File: src/rtl/regs_write_arbiter.sv
// regs_write_arbiter
// Shares the single register-file write port between the execute (p0) and
// load/store (p1) writeback paths. One requester is granted per cycle. The
// winning write is registered towards the register file, and the write still
// in flight is forwarded onto both read ports so decode never sees stale data.
module regs_write_arbiter #(
    parameter int unsigned FIXED_PRIO = 0  // 0: round-robin on conflict, 1: p0 always wins
) (
    input  logic        clk_i,
    input  logic        rst_ni,

    input  logic        p0_valid_i,
    output logic        p0_ready_o,
    input  logic [4:0]  p0_addr_i,
    input  logic [31:0] p0_data_i,

    input  logic        p1_valid_i,
    output logic        p1_ready_o,
    input  logic [4:0]  p1_addr_i,
    input  logic [31:0] p1_data_i,

    output logic        write_o,
    output logic [4:0]  waddr_o,
    output logic [31:0] wdata_o,

    input  logic [4:0]  raddr1_i,
    input  logic [31:0] regs_rdata1_i,
    output logic [31:0] rdata1_o,

    input  logic [4:0]  raddr2_i,
    input  logic [31:0] regs_rdata2_i,
    output logic [31:0] rdata2_o
);

    localparam logic PORT_P0 = 1'b0;
    localparam logic PORT_P1 = 1'b1;

    // Arbitration state: index of the port granted most recently.
    logic        last_grant_q, last_grant_d;

    // Registered write towards the register file.
    logic        write_q, write_d;
    logic [4:0]  waddr_q, waddr_d;
    logic [31:0] wdata_q, wdata_d;

    // Per-cycle arbitration results.
    logic        grant_p0;
    logic        grant_p1;
    logic        grant_any;
    logic [4:0]  grant_addr;
    logic [31:0] grant_data;

    // Pick the winner: a lone requester always wins; on conflict either p0
    // (fixed priority) or whichever port did not win last time.
    always_comb begin
        grant_p0 = 1'b0;
        grant_p1 = 1'b0;
        if (p0_valid_i && p1_valid_i) begin
            if ((FIXED_PRIO != 0) || (last_grant_q == PORT_P1)) begin
                grant_p0 = 1'b1;
            end else begin
                grant_p1 = 1'b1;
            end
        end else begin
            grant_p0 = p0_valid_i;
            grant_p1 = p1_valid_i;
        end
    end

    assign grant_any = grant_p0 | grant_p1;

    // Mux the winning request's payload; defaults to p0 when nothing is granted
    // (the value is ignored in that case).
    always_comb begin
        grant_addr = p0_addr_i;
        grant_data = p0_data_i;
        if (grant_p1) begin
            grant_addr = p1_addr_i;
            grant_data = p1_data_i;
        end
    end

    // A request held while reset is asserted must not complete a handshake,
    // so ready is gated by reset directly rather than by the flops alone.
    assign p0_ready_o = grant_p0 & rst_ni;
    assign p1_ready_o = grant_p1 & rst_ni;

    // Next-state: record the winner, capture the write; x0 targets complete the
    // handshake but never raise the write enable.
    always_comb begin
        last_grant_d = last_grant_q;
        write_d      = 1'b0;
        waddr_d      = waddr_q;
        wdata_d      = wdata_q;
        if (grant_any) begin
            last_grant_d = grant_p1 ? PORT_P1 : PORT_P0;
            write_d      = (grant_addr != 5'd0);
            waddr_d      = grant_addr;
            wdata_d      = grant_data;
        end
    end

    // State registers; last_grant resets to p1 so p0 wins the first conflict.
    always_ff @(posedge clk_i or negedge rst_ni) begin
        if (!rst_ni) begin
            last_grant_q <= PORT_P1;
            write_q      <= 1'b0;
            waddr_q      <= 5'd0;
            wdata_q      <= 32'd0;
        end else begin
            last_grant_q <= last_grant_d;
            write_q      <= write_d;
            waddr_q      <= waddr_d;
            wdata_q      <= wdata_d;
        end
    end

    assign write_o = write_q;
    assign waddr_o = waddr_q;
    assign wdata_o = wdata_q;

    // Forward the in-flight write to each read port independently; x0 is never
    // forwarded since it always reads as the register file supplies it.
    always_comb begin
        rdata1_o = regs_rdata1_i;
        rdata2_o = regs_rdata2_i;
        if (write_q && (raddr1_i != 5'd0) && (waddr_q == raddr1_i)) begin
            rdata1_o = wdata_q;
        end
        if (write_q && (raddr2_i != 5'd0) && (waddr_q == raddr2_i)) begin
            rdata2_o = wdata_q;
        end
    end

endmodule

File: config.mk
export PLATFORM = sky130hd
export DESIGN_NAME = regs_write_arbiter
export DESIGN_NICKNAME = d
export VERILOG_FILES = /design/src/rtl/regs_write_arbiter.sv
export SDC_FILE = /design/constraint.sdc
export NUM_CORES = 1
export LEC_CHECK = 0
export BUFFER_PORTS_ARGS = -buffer_cell sky130_fd_sc_hd__buf_2
export CORE_AREA = 5 5 95 97
export DETAILED_ROUTE_END_ITERATION = 7
export DIE_AREA = 0 0 100 102
export GPL_TIMING_DRIVEN = 0
export PLACE_DENSITY = 0.82
export SLEW_MARGIN = 20
export SYNTH_ARGS = -nofsm -noshare
export SYNTH_HDL_FRONTEND = slang
export SYNTH_SLANG_ARGS = --single-unit
File: constraint.sdc
create_clock -name clk_i -period 3.6 [get_ports clk_i]
set_clock_uncertainty 0.1 [all_clocks]
set_input_delay 0.72 -clock clk_i [delete_from_list [all_inputs] [get_ports clk_i]]
set_output_delay 0.72 -clock clk_i [all_outputs]
set_load 0.01 [all_outputs]
==> summary.md <==
| Metric | Value |
|---|---|
| Register area share after synthesis | `0.301` |
| Clk pin slew, worst setup/hold paths | `90 ps` |
| Status | `completed` |
| Leakage Power | `2.48 nW` |
| Final period util | `0.894` |
| RSZ-0062 raised after global routing | `no` |
| Post-CTS Setup Inserts | `0` |
| Worst R2R End | `wdata_o[10]$_DFFE_PN0P_` |
| WL final | `13,000 um` |
| Initial Util | `0.403` |
| Ys flop type | `dfrtp_1` |
| Slowest-stage cell, CP | `a211oi_4` |
| Max incr delay on CP | `520 ps` |
| IO buf count | `254` |
| Total track usage | `0.242` |
| Largest net degree at the start of global routing | `41` |
| Maxcap violations | `0` |
| Most frequent CP cell | `buf_2` |
| Reg2reg path depth | `7` |
| Bufs and invs on worst path | `3` |
| CP required | `2780 ps` |
| DR vias | `3,735` |
| DR DRC count | `0` |
| Final Max Tran Viols | `0` |
| Worst Tran Pin Value | `919 ps` |
| H-tree Lvls | `2` |
| Setup CP Type | `input pin to primary output` |
| TNS Setup | `0 ps` |
| Crit path max-delay family | `buffers and inverters` |
| Cell area after layout | `4780 um2` |
| Die H | `102 um` |
| Reg-to-Reg Start | `last_grant_q$_DFFE_PN1P_` |
| Register-to-register setup slack | `1550 ps` |
| GP Congestion | `0.831` |
| Netlist cell types | `23` |
| CP Capture Type | `primary output` |
| # IOs | `256` |
| Die area | `10,200 um2` |
| Fill count | `737` |
| Post_cts resized | `0` |
| Vias in the first global route | `3,886` |
| Register area | `977 um2` |
| CP Cell Sequence | `buf_2, xnor2_1, nand3_1, a211oi_4, buf_6, mux2_4, buf_2` |
| Bufs on Longest Clock Path | `2` |
| Antenna cells | `0` |
| Cell Rows | `33` |
| Crit path max fanout | `10` |
| Worst hold-check path type | `input pin to async pin` |
| Cells after synthesis | `340` |
| Post-synth ARST share | `1.00` |
| Core ar. | `8050 um2` |
| Initial DRT Pass Iterations | `4` |
| CTS tree | `yes` |
| FF+latch count, synth | `39` |
| CTS Hold Buffers Added | `0` |
| GRT overflow | `0` |
| Post-synthesis cell area | `3250 um2` |
| Peak supply drop | `0.193 mV` |
| FMAX | `311 MHz` |
| Crit start category | `input pin` |
| Fin nets | `753` |
| Number of flops mapped to enable cells by yosys | `0` |
| Clock Sinks | `39` |
| Routed vias/inst | `5.28` |
| Power density over cell area | `336 nW/um2` |
| CTS root buf | `clkbuf_8` |
| Antenna violations before repair | `0` |
| Dpl cells | `699` |
| Final Hold Violating Endpoints | `0` |
| Drt first-iter violations | `164` |
| Syn Area/Cell | `9.55 um2` |
| Width of the die | `100 um` |
| Final ANT Viol Nets | `0` |
| Final std cells w/o fill | `707` |
| DP HPWL | `10,500 um` |
| Layout cells sized above 1 | `0.575` |
| WL/cell | `18.4 um` |
| Worst-Skew Late Latency | `280 ps` |
| CP arrival | `2400 ps` |
| Setup violators final | `0` |
| Max transition margin | `0.387` |
| First-pass GRT wire length | `19,700 um` |
| Synth warn | `0` |
| Fin crit period | `3220 ps` |
| Layout area overhead | `47.3%` |
| Multi-input logic area | `1980 um2` |
| Placed cell area | `4650 um2` |
| Num CTS Buffers | `5` |
| Synth Net Count | `492` |
-- cells in the final DEF, fill, tap and decap left out --
| cell type | Yosys | layout |
|---|---|---|
| a21oi_1 | 32 | 32 |
| bufinv_16 | 0 | 2 |
| nand3_1 | 2 | 2 |
| buf_6 | 6 | 6 |
| a211oi_4 | 2 | 2 |
| o21a_1 | 1 | 1 |
| o21ai_0 | 1 | 1 |
| mux2i_1 | 5 | 5 |
| buf_2 | 5 | 259 |
| o22ai_1 | 33 | 33 |
| inv_1 | 34 | 34 |
| xnor2_1 | 8 | 8 |
| clkbuf_1 | 17 | 18 |
| clkbuf_8 | 0 | 5 |
| or4_1 | 2 | 2 |
| mux2_4 | 60 | 60 |
| a31oi_1 | 32 | 32 |
| nor2_1 | 38 | 38 |
| dfrtp_1 | 38 | 38 |
| o41ai_2 | 2 | 2 |
| nand2_1 | 11 | 11 |
| o221a_2 | 5 | 5 |
| dfstp_2 | 1 | 1 |
| mux2_2 | 4 | 4 |
| buf_1 | 1 | 1 |
-- power breakdown --
| group | internal, mW | total (mW) | switching [mW] | leakage, nW |
|---|---|---|---|---|
| registers | 0.497 | 0.572 | 0.0748 | 0.442 |
| logic | 0.298 | 0.601 | 0.304 | 1.98 |
| clock network | 0.277 | 0.435 | 0.158 | 0.0654 |
-- metal layers --
layer	GRT usage	routed length, um
met4	0.0839	264
met2	0.447	6750
met1	0.280	4920
met5	0	0
met3	0.0478	1070
-- Yosys cell counts, types with 4 or more instances --
master    count  area share
mux2_2        4       0.014
a31oi_1      32       0.062
o22ai_1      33       0.064
nor2_1       38       0.044
mux2_4       60        0.28
mux2i_1       5       0.015
o221a_2       5       0.017
a21oi_1      32       0.049
dfrtp_1      38        0.29
buf_6         6       0.021
nand2_1      11       0.013
xnor2_1       8       0.022
buf_2         5      0.0077
clkbuf_1     17       0.020
inv_1        34       0.039
-- state kept, by name, summed over array words and instances, names as in the netlist --
name,count
last_grant_q,1
wdata_o,32
write_o,1
waddr_o,5
-- stage by stage --
stage / utilization / power [mW] / setup WS (ps) / hold WS, ps
6_report: 0.594 / 1.61 / 381 / 465
5_1_grt: 0.594 / 1.70 / 252 / 522
4_1_cts: 0.594 / 1.62 / 359 / 480
3_5_place_dp: 0.578 / 1.18 / 359 / 590
3_3_place_gp: 0.578 / 1.17 / 393 / 569
2_1_floorplan: - / 0.900 / 928 / 324
-- worst max-delay path by stage --
stage / startpoint / endpoint / slack (ps) / depth (start not counted)
after floorplan: raddr1_i[3] / rdata1_o[10] / 930 / 5
after global placement: raddr1_i[0] / rdata1_o[16] / 390 / 7
after detailed placement: raddr1_i[3] / rdata1_o[20] / 360 / 7
after CTS: raddr1_i[3] / rdata1_o[20] / 360 / 7
after global routing: raddr1_i[3] / rdata1_o[11] / 250 / 7
final: raddr1_i[0] / rdata1_o[20] / 380 / 7
-- cell type report --
cell class                 count  area share
clock inverter                 2      0.0126
timing repair buffer         254       0.266
sequential                    39       0.204
inverter                      34      0.0267
clock buffer                   6      0.0152
multi-input combinational    238       0.415
tap                          105      0.0275
buffer                        29      0.0335
-- logic make-up after synthesis --
| family | Yosys count | share of synthesized area |
|---|---|---|
| XOR/XNOR | 8 | 0.0216 |
| multiplexers | 69 | 0.307 |
| AND/OR/NAND/NOR | 53 | 0.0643 |
| flip-flops | 39 | 0.301 |
| AO/OA/AOI/OAI | 108 | 0.218 |
| buffers and inverters | 63 | 0.0886 |
-- worst register-to-register path, stage by stage (launching register included) --
cell     delay, ps
dfstp_2        510
buf_2          180
nand2_1        200
nand2_1        170
buf_2          240
buf_2          280
o22ai_1        120
a31oi_1        170
No activity file was read; power rests on OpenSTA's default activity.
